## config.mk

```make
export PLATFORM = sky130hd
export DESIGN_NAME = shift_sub_divider_flat
export DESIGN_NICKNAME = d
export VERILOG_FILES = /design/src/rtl/shift_sub_divider_if.sv /design/src/rtl/shift_sub_divider.sv /design/src/flat_wrapper.sv
export SDC_FILE = /design/constraint.sdc
export NUM_CORES = 1
export LEC_CHECK = 0
export ABC_CLOCK_PERIOD_IN_PS = 2300
export CELL_PAD_IN_SITES_DETAIL_PLACEMENT = 0
export CELL_PAD_IN_SITES_GLOBAL_PLACEMENT = 1
export CORE_AREA = 8 8 90 92
export CTS_CLUSTER_SIZE = 25
export DETAILED_ROUTE_END_ITERATION = 8
export DIE_AREA = 0 0 98 100
export HOLD_SLACK_MARGIN = 0.02
export PLACE_DENSITY_LB_ADDON = 0.1
export SLEW_MARGIN = 10
export SYNTH_ARGS = -nofsm -noshare
export SYNTH_HDL_FRONTEND = slang
export SYNTH_SLANG_ARGS = --single-unit
```

## constraint.sdc

```tcl
create_clock -name clk -period 2.3 [get_ports clk]
set_input_delay 0.46 -clock clk [delete_from_list [all_inputs] [get_ports clk]]
set_output_delay 0.46 -clock clk [all_outputs]
set_load 0.02 [all_outputs]
```

## src/rtl/shift_sub_divider_if.sv

```systemverilog
// rtl/shift_sub_divider_if.sv - request/result bundle for the shift-subtract divider
interface shift_sub_divider_if #(
  parameter int WIDTH = 8
);
  logic             start;
  logic [WIDTH-1:0] dividend;
  logic [WIDTH-1:0] divisor;
  logic             busy;
  logic             done;
  logic [WIDTH-1:0] quotient;
  logic [WIDTH-1:0] remainder;
  logic             div_by_zero;

  modport master (
    output start, dividend, divisor,
    input  busy, done, quotient, remainder, div_by_zero
  );

  modport slave (
    input  start, dividend, divisor,
    output busy, done, quotient, remainder, div_by_zero
  );
endinterface

```

## src/rtl/shift_sub_divider.sv

```systemverilog
// rtl/shift_sub_divider.sv - restoring divider, one quotient bit per clock
// Define DIV_SIGNED_EN for two's-complement (truncating) division.
module shift_sub_divider #(
  parameter int WIDTH = 8
) (
  input  logic               clk,
  input  logic               reset,
  shift_sub_divider_if.slave bus
);
  localparam int CW = $clog2(WIDTH + 1);
  localparam logic [CW-1:0]    LAST = CW'(WIDTH - 1);
  localparam logic [WIDTH-1:0] ONE  = WIDTH'(1);

  typedef enum logic [1:0] {IDLE, CALC, FIN} state_t;

  state_t           state;
  logic [WIDTH:0]   r;
  logic [WIDTH-1:0] q;
  logic [WIDTH-1:0] d;
  logic [CW-1:0]    count;
  logic             dz;

  logic [WIDTH:0]   t;
  logic [WIDTH:0]   diff;
  logic             ge;
  logic [WIDTH-1:0] a_mag;
  logic [WIDTH-1:0] b_mag;
  logic [WIDTH-1:0] res_q;
  logic [WIDTH-1:0] res_r;

  assign t    = {r[WIDTH-1:0], q[WIDTH-1]};
  assign diff = t - {1'b0, d};
  assign ge   = (t >= {1'b0, d});

`ifdef DIV_SIGNED_EN
  logic neg_q;
  logic neg_r;

  assign a_mag = bus.dividend[WIDTH-1] ? (~bus.dividend + ONE) : bus.dividend;
  assign b_mag = bus.divisor[WIDTH-1]  ? (~bus.divisor + ONE)  : bus.divisor;
  assign res_q = neg_q ? (~q + ONE) : q;
  assign res_r = neg_r ? (~r[WIDTH-1:0] + ONE) : r[WIDTH-1:0];
`else
  assign a_mag = bus.dividend;
  assign b_mag = bus.divisor;
  assign res_q = q;
  assign res_r = r[WIDTH-1:0];
`endif

  always_ff @(posedge clk or posedge reset) begin
    if (reset) begin
      state           <= IDLE;
      r               <= '0;
      q               <= '0;
      d               <= '0;
      count           <= '0;
      dz              <= 1'b0;
      bus.busy        <= 1'b0;
      bus.done        <= 1'b0;
      bus.quotient    <= '0;
      bus.remainder   <= '0;
      bus.div_by_zero <= 1'b0;
`ifdef DIV_SIGNED_EN
      neg_q           <= 1'b0;
      neg_r           <= 1'b0;
`endif
    end else begin
      bus.done <= 1'b0;
      case (state)
        IDLE: begin
          if (bus.start) begin
            if (bus.divisor != '0) begin
              r        <= '0;
              q        <= a_mag;
              d        <= b_mag;
              count    <= '0;
              dz       <= 1'b0;
              bus.busy <= 1'b1;
              state    <= CALC;
`ifdef DIV_SIGNED_EN
              neg_q    <= bus.dividend[WIDTH-1] ^ bus.divisor[WIDTH-1];
              neg_r    <= bus.dividend[WIDTH-1];
`endif
            end else begin
              // Raw dividend passes straight through as the remainder.
              q     <= '1;
              r     <= {1'b0, bus.dividend};
              dz    <= 1'b1;
              state <= FIN;
`ifdef DIV_SIGNED_EN
              neg_q <= 1'b0;
              neg_r <= 1'b0;
`endif
            end
          end
        end
        CALC: begin
          r     <= ge ? diff : t;
          q     <= {q[WIDTH-2:0], ge};
          count <= count + 1'b1;
          if (count == LAST) begin
            bus.busy <= 1'b0;
            state    <= FIN;
          end
        end
        FIN: begin
          bus.quotient    <= res_q;
          bus.remainder   <= res_r;
          bus.div_by_zero <= dz;
          bus.done        <= 1'b1;
          bus.busy        <= 1'b0;
          dz              <= 1'b0;
          state           <= IDLE;
        end
        default: state <= IDLE;
      endcase
    end
  end
endmodule

```

## src/flat_wrapper.sv

```systemverilog
// flat-port wrapper written by rule: the top's interface ports become plain ports
module shift_sub_divider_flat 
#(
  parameter int WIDTH = 8
)
  (clk, reset, bus_start, bus_dividend, bus_divisor, bus_busy, bus_done, bus_quotient, bus_remainder, bus_div_by_zero);
  shift_sub_divider_if #(.WIDTH(WIDTH)) bus_i ();
  input  logic clk;
  input  logic reset;
  input wire logic [$bits(bus_i.start)-1:0] bus_start;
  input wire logic [$bits(bus_i.dividend)-1:0] bus_dividend;
  input wire logic [$bits(bus_i.divisor)-1:0] bus_divisor;
  output wire logic [$bits(bus_i.busy)-1:0] bus_busy;
  output wire logic [$bits(bus_i.done)-1:0] bus_done;
  output wire logic [$bits(bus_i.quotient)-1:0] bus_quotient;
  output wire logic [$bits(bus_i.remainder)-1:0] bus_remainder;
  output wire logic [$bits(bus_i.div_by_zero)-1:0] bus_div_by_zero;
  assign bus_i.start = bus_start;
  assign bus_i.dividend = bus_dividend;
  assign bus_i.divisor = bus_divisor;
  assign bus_busy = bus_i.busy;
  assign bus_done = bus_i.done;
  assign bus_quotient = bus_i.quotient;
  assign bus_remainder = bus_i.remainder;
  assign bus_div_by_zero = bus_i.div_by_zero;
  shift_sub_divider #(.WIDTH(WIDTH)) u_core (.clk(clk), .reset(reset), .bus(bus_i));
endmodule
```

==> key figures, run 1 <==
Status
  • Status: finished clean

Global route
  • Global route overflow: 0
  • First-pass GRT wire length: 11,410 microns
  • GRT Util Overall: 0.1448
  • Vias in the first global route: 2,200
  • Pin count of the biggest net entering global routing: 34
  • Initial antenna violation count: 0

Power
  • Total chip power: 5.065 mW
  • IR drop worst, VDD: 0.001059 V
  • Power per standard cell area: 1511 nW/um^2
  • Leakage: 1.424 nW

Route
  • Routed len/inst: 16.40 microns
  • Post-route DRC: 0
  • Iteration-0 DRC Markers: 79
  • Vias per cell: 5.374
  • Drt pass-1 iters: 4
  • Final ANT Viol Nets: 0
  • Via count: 2,128
  • Post-Route WL: 6495 microns

STA
  • Slew at the pin closest to its max-slew limit: 0.8733 ns
  • Final setup TNS: 0 ns
  • Peak Freq: 481.8 MHz
  • RSZ-0062 raised after global routing: false
  • Worst relative slew slack: 0.4178
  • Slew Viols, Final: 0
  • Final worst setup slack: 0.2244 ns
  • Final Critical Period: 2.076 ns
  • Setup Skew: 0.007390 ns
  • Final setup violation count: 0
  • Fin. Hold Viols: 0
  • Final Cycle Share: 0.9024

Logic synthesis
  • Async SR Flop Fraction: 1.000
  • Post-synthesis adder-cell area fraction: 0.06285
  • Mux share of post-synthesis cell area: 0.1067
  • Yosys warning total: 0
  • Post-synthesis cell area: 2708 sq um
  • Sequential fraction of the synthesis area: 0.4621
  • Synth cell types: 50
  • Post-Synth XOR/XNOR Area: 0.01294
  • Flops & latches, synth: 50
  • Synth Net Count: 298
  • Post-Synth Simple-Gate Area: 0.1266
  • Syn_area_per_cell: 10.18 sq um
  • Synth Instances: 266
  • Compound-cell area share of the yosys netlist: 0.1899
  • Largest family of logic cells by synthesized area: compound AO/OA/AOI/OAI gates
  • Prevailing post-synth register cell: dfrtp_1
  • Number of synthesized flops with an enable pin: 0

Floorplanning
  • Num rows: 30
  • DIE AREA: 9800 sq um
  • Initial core utilization: 0.4075
  • I/O pin count: 38
  • Core Box Area: 6644 sq um
  • Die width: 98 microns
  • Die height: 100 microns

Clocking
  • Postcts setup bufs: 0
  • Cts hold-fix bufs: 0
  • CTS sink cnt: 50
  • Clock root buffer master: clkbuf_8
  • Clock Pin Slew Worst Setup and Hold Paths: 0.10 ns
  • Clock Latency Late Sink: 0.31 ns
  • CTS tree: yes
  • Clock tree buffer depth: 2
  • Total CTS buffers: 5
  • H-Tree Depth: 2
  • Post-CTS sizing: 0

Critical path
  • Crit-path max cell delay: 0.45 ns
  • Worst setup SP type: register
  • Reg2Reg Setup Slack: 0.22 ns
  • Most numerous cell on the critical path: a21oi_1
  • CP Cell Sequence: ha_1, a21oi_1, o221ai_1, a21oi_1, buf_4, mux2i_1, o22ai_1
  • RR Startpoint: u_core.r[3]
  • WP data required: 2.51 ns
  • CP arrival: 2.28 ns
  • Worst Setup Path Type: register to register
  • CP max stage cell: dfrtp_1
  • Crit path max fanout: 10
  • Critical path launch point: u_core.r[3]
  • CP Capture Type: register

Layout
  • Share of cells above drive strength 1: 0.1741
  • Fillers: 627
  • Final net count: 347
  • Ant. Diodes: 0
  • Layout area overhead: 23.80%

Worst hold path
  • Worst min-delay path class: input port to async pin

Placement
  • Placer congestion estimate: 0.7970
  • Placement Setup Slack: 0.08088 ns
  • Post-DP HPWL: 4897 microns
  • Port buffer count: 37

Flow run
  • Maxcap violations: 0
==> layout make-up <==
class / count / area [sq um] / area share
clock buffers: 5 / 68.82 / 0.02053
well taps: 80 / 100.1 / 0.02986
flip-flops and latches: 50 / 1251 / 0.3733
inverters: 17 / 63.81 / 0.01904
clock inverters: 3 / 21.27 / 0.006346
multi-input cells: 189 / 1351 / 0.4031
repair buffers: 52 / 495.5 / 0.1478
==> registers in the layout, summed over array words and instances (netlist names) <==
signal / flops
u_core.bus.busy: 1
u_core.bus.div_by_zero: 1
u_core.bus.done: 1
u_core.bus.quotient: 8
u_core.bus.remainder: 8
u_core.count: 4
u_core.d: 8
u_core.dz: 1
u_core.q: 8
u_core.r: 8
u_core.state: 2
==> metrics by stage <==
stage	hold slack, ns	instance area [sq um]	util	instances
after detailed placement	0.4902	3262	0.4910	388
after CTS	0.4685	3352	0.5045	396
final	0.4540	3352	0.5045	396
after global routing	0.5071	3352	0.5045	396
after global placement	0.4888	3262	0.4910	388
after floorplan	0.4663	2708	-	266
==> cells in the mapped netlist, types with 2 or more instances <==
master	n	area share
and2_1	2	0.0046
o21ai_0	27	0.050
a22o_1	2	0.0065
dfrtp_1	50	0.46
nor2_1	19	0.026
a21oi_1	19	0.035
nand2b_1	4	0.0092
mux2_2	20	0.083
nand2_1	16	0.022
nand3_1	4	0.0074
nor2b_1	5	0.012
clkbuf_1	6	0.0083
nor4_1	2	0.0046
ha_1	12	0.055
o21a_1	2	0.0055
buf_2	3	0.0055
mux2i_1	5	0.018
o22ai_1	10	0.023
nor3_1	2	0.0037
xnor2_1	3	0.0097
inv_1	17	0.024
o221ai_1	2	0.0065
or4_4	2	0.0083
a22oi_1	3	0.0083
or3_1	2	0.0046
a31oi_1	3	0.0069
==> cell usage in the layout, fill, tap and decap left out, drive strengths merged, types with 3 or more instances in the layout <==
cell type | Yosys | routed
a31oi | 3 | 3
a22oi | 3 | 3
mux2i | 6 | 6
clkbuf | 6 | 5
inv | 17 | 17
nand2 | 16 | 16
nor3 | 3 | 3
o22ai | 10 | 10
nor2b | 5 | 5
xnor2 | 3 | 3
nand2b | 5 | 5
ha | 12 | 12
clkdlybuf4s50 | 0 | 37
nand3 | 4 | 4
buf | 4 | 15
nor4 | 3 | 3
mux2 | 20 | 20
nor2 | 19 | 19
dfrtp | 50 | 50
a21oi | 20 | 20
o21ai | 28 | 28
==> cells by family after synthesis <==
family                     Yosys count
DFF                                 50
buffers and inverters               27
and+or+nand+nor                     64
AOI/OAI and AO/OA                   82
muxes                               26
adders and majority gates           13
xor gates and xnor gates             4
==> where the power goes <==
group          total (mW)  internal [mW]  switching, mW
Clock               0.535          0.215          0.321
Sequential           1.52           1.26          0.260
Combinational        3.01           1.41           1.60
==> critical path: cells and delay by family, from the launching register on <==
family	cells	cell delay, ns
adder cells (fa/ha/maj)	1	0.35
AO/OA/AOI/OAI	4	0.71
buffers and inverters	1	0.23
flip-flops	1	0.45
multiplexers	1	0.24
==> metal layers <==
metal | wire length [microns] | up-vias | track usage
li1 | - | 1059 | -
met1 | 3246 | 1024 | 0.1934
met2 | 2902 | 38 | 0.2244
met3 | 259 | 7 | 0.03460
met4 | 87 | 0 | 0.04676
met5 | 0 | - | 0
==> worst paths after layout <==
check                                         end  depth (start not counted)
max                                   u_core.r[2]                          7
min                        u_core.bus.quotient[3]                          2
max reg2reg                           u_core.r[2]                          7
min reg2reg                u_core.bus.quotient[7]                          1
max in group asynchronous             u_core.r[7]                          3
min in group clk           u_core.bus.quotient[7]                          1
(Power assumes the default switching activity.)
==> inputs of run 2 (changes only) <==
Settings changed: CORE_AREA 8 8 90 92 to 8 8 84 86, DIE_AREA 0 0 98 100 to 0 0 92 94, DONT_BUFFER_PORTS set to 1.
==> run 2 against run 1 <==
Combinational power down 16%. Sequential power up 12%. First-iteration DRC count down 5.1%. Largest power group unchanged. Highest routed layer unchanged.
==> key figures, run 2 (synthesis gave the netlist of run 1 again) <==
STA
  • Setup Skew: 0.007596 ns (was 0.007390 ns)
  • Worst relative slew slack: 0.6576 (was 0.4178)
  • Peak Freq: 459.6 MHz (was 481.8 MHz)
  • Final Cycle Share: 0.9460 (was 0.9024)
  • Fin. Hold Viols: 0 (unchanged)
  • Final Critical Period: 2.176 ns (was 2.076 ns)
  • Slew Viols, Final: 0 (unchanged)
  • Final worst setup slack: 0.1243 ns (was 0.2244 ns)
  • Slew at the pin closest to its max-slew limit: 0.5129 ns (was 0.8733 ns)
  • Final setup TNS: 0 ns (unchanged)
  • RSZ-0062 raised after global routing: false (unchanged)
  • Final setup violation count: 0 (unchanged)

Power
  • Leakage: 1.283 nW (was 1.424 nW)
  • Sequential share of power: 0.343 (was 0.300)
  • Net Switching: 2.126 mW (was 2.186 mW)
  • Switching Fraction: 0.4266 (was 0.4315)
  • Clk pwr share: 0.152 (was 0.106)
  • Cell Int Power: 2.858 mW (was 2.879 mW)
  • Power per standard cell area: 1667 nW/um^2 (was 1511 nW/um^2)
  • IR drop worst, VDD: 0.0009755 V (was 0.001059 V)
  • Comb power frac: 0.505 (was 0.595)

Global route
  • Vias in the first global route: 1,934 (was 2,200)
  • Pin count of the biggest net entering global routing: 26 (was 34)
  • GRT Util Overall: 0.1522 (was 0.1448)
  • First-pass GRT wire length: 10,420 microns (was 11,410 microns)
  • Global route overflow: 0 (unchanged)
  • Initial antenna violation count: 0 (unchanged)

Route
  • Met2 WL: 2888 microns (was 2902 microns)
  • Vias per cell: 5.631 (was 5.374)
  • Drt pass-1 iters: 4 (unchanged)
  • Iteration-0 DRC Markers: 75 (was 79)
  • Top sig layer: met4 (unchanged)
  • Post-route DRC: 0 (unchanged)
  • Routed wl met3: 347 microns (was 259 microns)
  • Post-Route WL: 6323 microns (was 6495 microns)
  • Routed len/inst: 18.07 microns (was 16.40 microns)
  • Via count: 1,971 (was 2,128)
  • M1 WL: 2997 microns (was 3246 microns)
  • Final ANT Viol Nets: 0 (unchanged)

Worst hold path
  • Worst min-delay path class: input port to async pin (unchanged)

Layout
  • Commonest cells after routing, fill and taps aside: 50 x dfrtp_1, 27 x o21ai_0, 20 x mux2_2 (was 50 x dfrtp_1, 37 x clkdlybuf4s50_1, 27 x o21ai_0)
  • Ant. Diodes: 0 (unchanged)
  • Share of cells above drive strength 1: 0.1891 (was 0.1741)
  • Final net count: 306 (was 347)
  • Most common cell after layout, fill and taps aside: dfrtp_1 (unchanged)
  • Layout area overhead: 10.40% (was 23.80%)

Critical path
  • CP Cell Sequence: ha_1, a21oi_1, o221ai_1, a21oi_1, buf_4, mux2i_1, o22ai_1 (unchanged)
  • Crit-path max cell delay: 0.47 ns (was 0.45 ns)
  • CP arrival: 2.36 ns (was 2.28 ns)
  • WP data required: 2.48 ns (was 2.51 ns)
  • Crit path max fanout: 10 (unchanged)
  • Worst Setup Path Type: register to register (unchanged)
  • Worst path top cell family by delay: compound AO/OA/AOI/OAI gates (unchanged)
  • Buffers & Inverters on Critical Path: 1 (unchanged)
  • CP max stage cell: dfrtp_1 (unchanged)
  • Most numerous cell on the critical path: a21oi_1 (unchanged)
  • Worst setup SP type: register (unchanged)
  • CP Capture Type: register (unchanged)

Floorplanning
  • Initial core utilization: 0.4713 (was 0.4075)
  • DIE AREA: 8648 sq um (was 9800 sq um)
  • Core Box Area: 5746 sq um (was 6644 sq um)
  • Die width: 92 microns (was 98 microns)
  • I/O pin count: 38 (unchanged)
  • Num rows: 28 (was 30)
  • Die height: 94 microns (was 100 microns)

Clocking
  • Clock root buffer master: clkbuf_8 (unchanged)
  • Clock tree buffer depth: 2 (unchanged)
  • Clock Pin Slew Worst Setup and Hold Paths: 0.10 ns (about the same)
  • Postcts setup bufs: 0 (unchanged)
  • CTS sink cnt: 50 (unchanged)
  • H-Tree Depth: 2 (unchanged)
  • CTS tree: yes (unchanged)
  • Total CTS buffers: 5 (unchanged)
  • Clock Latency Late Sink: 0.30 ns (was 0.31 ns)

Status
  • Status: finished clean (unchanged)

Placement
  • Post-DP HPWL: 4740 microns (was 4897 microns)
  • Placer congestion estimate: 0.8614 (was 0.7970)
  • Port buffer count: 0 (was 37)
  • Placement Setup Slack: 0.1710 ns (was 0.08088 ns)

Flow run
  • Maxcap violations: 0 (unchanged)
[run 2: changes by cell type in the layout (fill, tap and decap cells not counted), sizes merged]
cell           delta
bufinv            +2
clkbuf            +1
clkinvlp          -1
buf               -4
clkinv            -2
clkdlybuf4s50    -37
[run 2: layer usage]
| metal | track usage | up-vias |
|---|---|---|
| li1 | - | 976 |
| met3 | 0.04716 | 7 |
| met1 | 0.2001 | 952 |
| met4 | 0.04698 | 0 |
| met5 | 0 | - |
| met2 | 0.2336 | 36 |
[run 2: cell type report]
class	instances	area, sq um
fillers	529	2756
multi-input cells	189	1355
flip-flops and latches	50	1251
well taps	75	93.84
clock buffers	6	82.58
repair buffers	11	82.58
inverters	17	63.81
clock inverters	2	60.06
[run 2: worst paths after layout]
path | endpoint | slack (ns) | cells after the start | startpoint
worst max-delay path | u_core.r[2] | 0.12 | 7 | u_core.r[5]
worst min-delay path | u_core.bus.quotient[5] | 0.06 | 1 | reset
worst max register to register | u_core.r[2] | 0.12 | 7 | u_core.r[5]
worst min register to register | u_core.bus.quotient[7] | 0.51 | 1 | u_core.q[7]
max in group asynchronous | u_core.count[0] | 1.56 | 2 | reset
min in group clk | u_core.d[4] | 0.28 | 2 | bus_divisor[4]
[run 2: per-stage QoR]
stage               utilization  hold WS [ns]  cell area, sq um  power, mW  cells
floorplan                     -        0.4663              2708      3.605    266
global placement         0.4948        0.4118              2843      4.222    342
detailed placement       0.4948        0.4088              2843      4.242    342
CTS                      0.5196       0.07618              2985      5.014    350
global route             0.5203       0.08899              2989      5.412    350
finish                   0.5203       0.05951              2989      4.984    350
[run 2: power by group through the flow]
stage / sequential (mW) / clock, mW / combinational, mW
floorplan: 1.64 / 0 / 1.97
global placement: 1.73 / 0 / 2.50
detailed placement: 1.74 / 0 / 2.51
CTS: 1.72 / 0.777 / 2.52
global route: 1.77 / 0.810 / 2.83
finish: 1.71 / 0.758 / 2.52
[run 2: repair_timing]
item / 4_1_cts / 5_1_grt
hold endpoints to repair: 0 / 0
resized for setup: 0 / 1
endpoints found under the setup margin: 0 / 1
hold buffers: 0 / 0
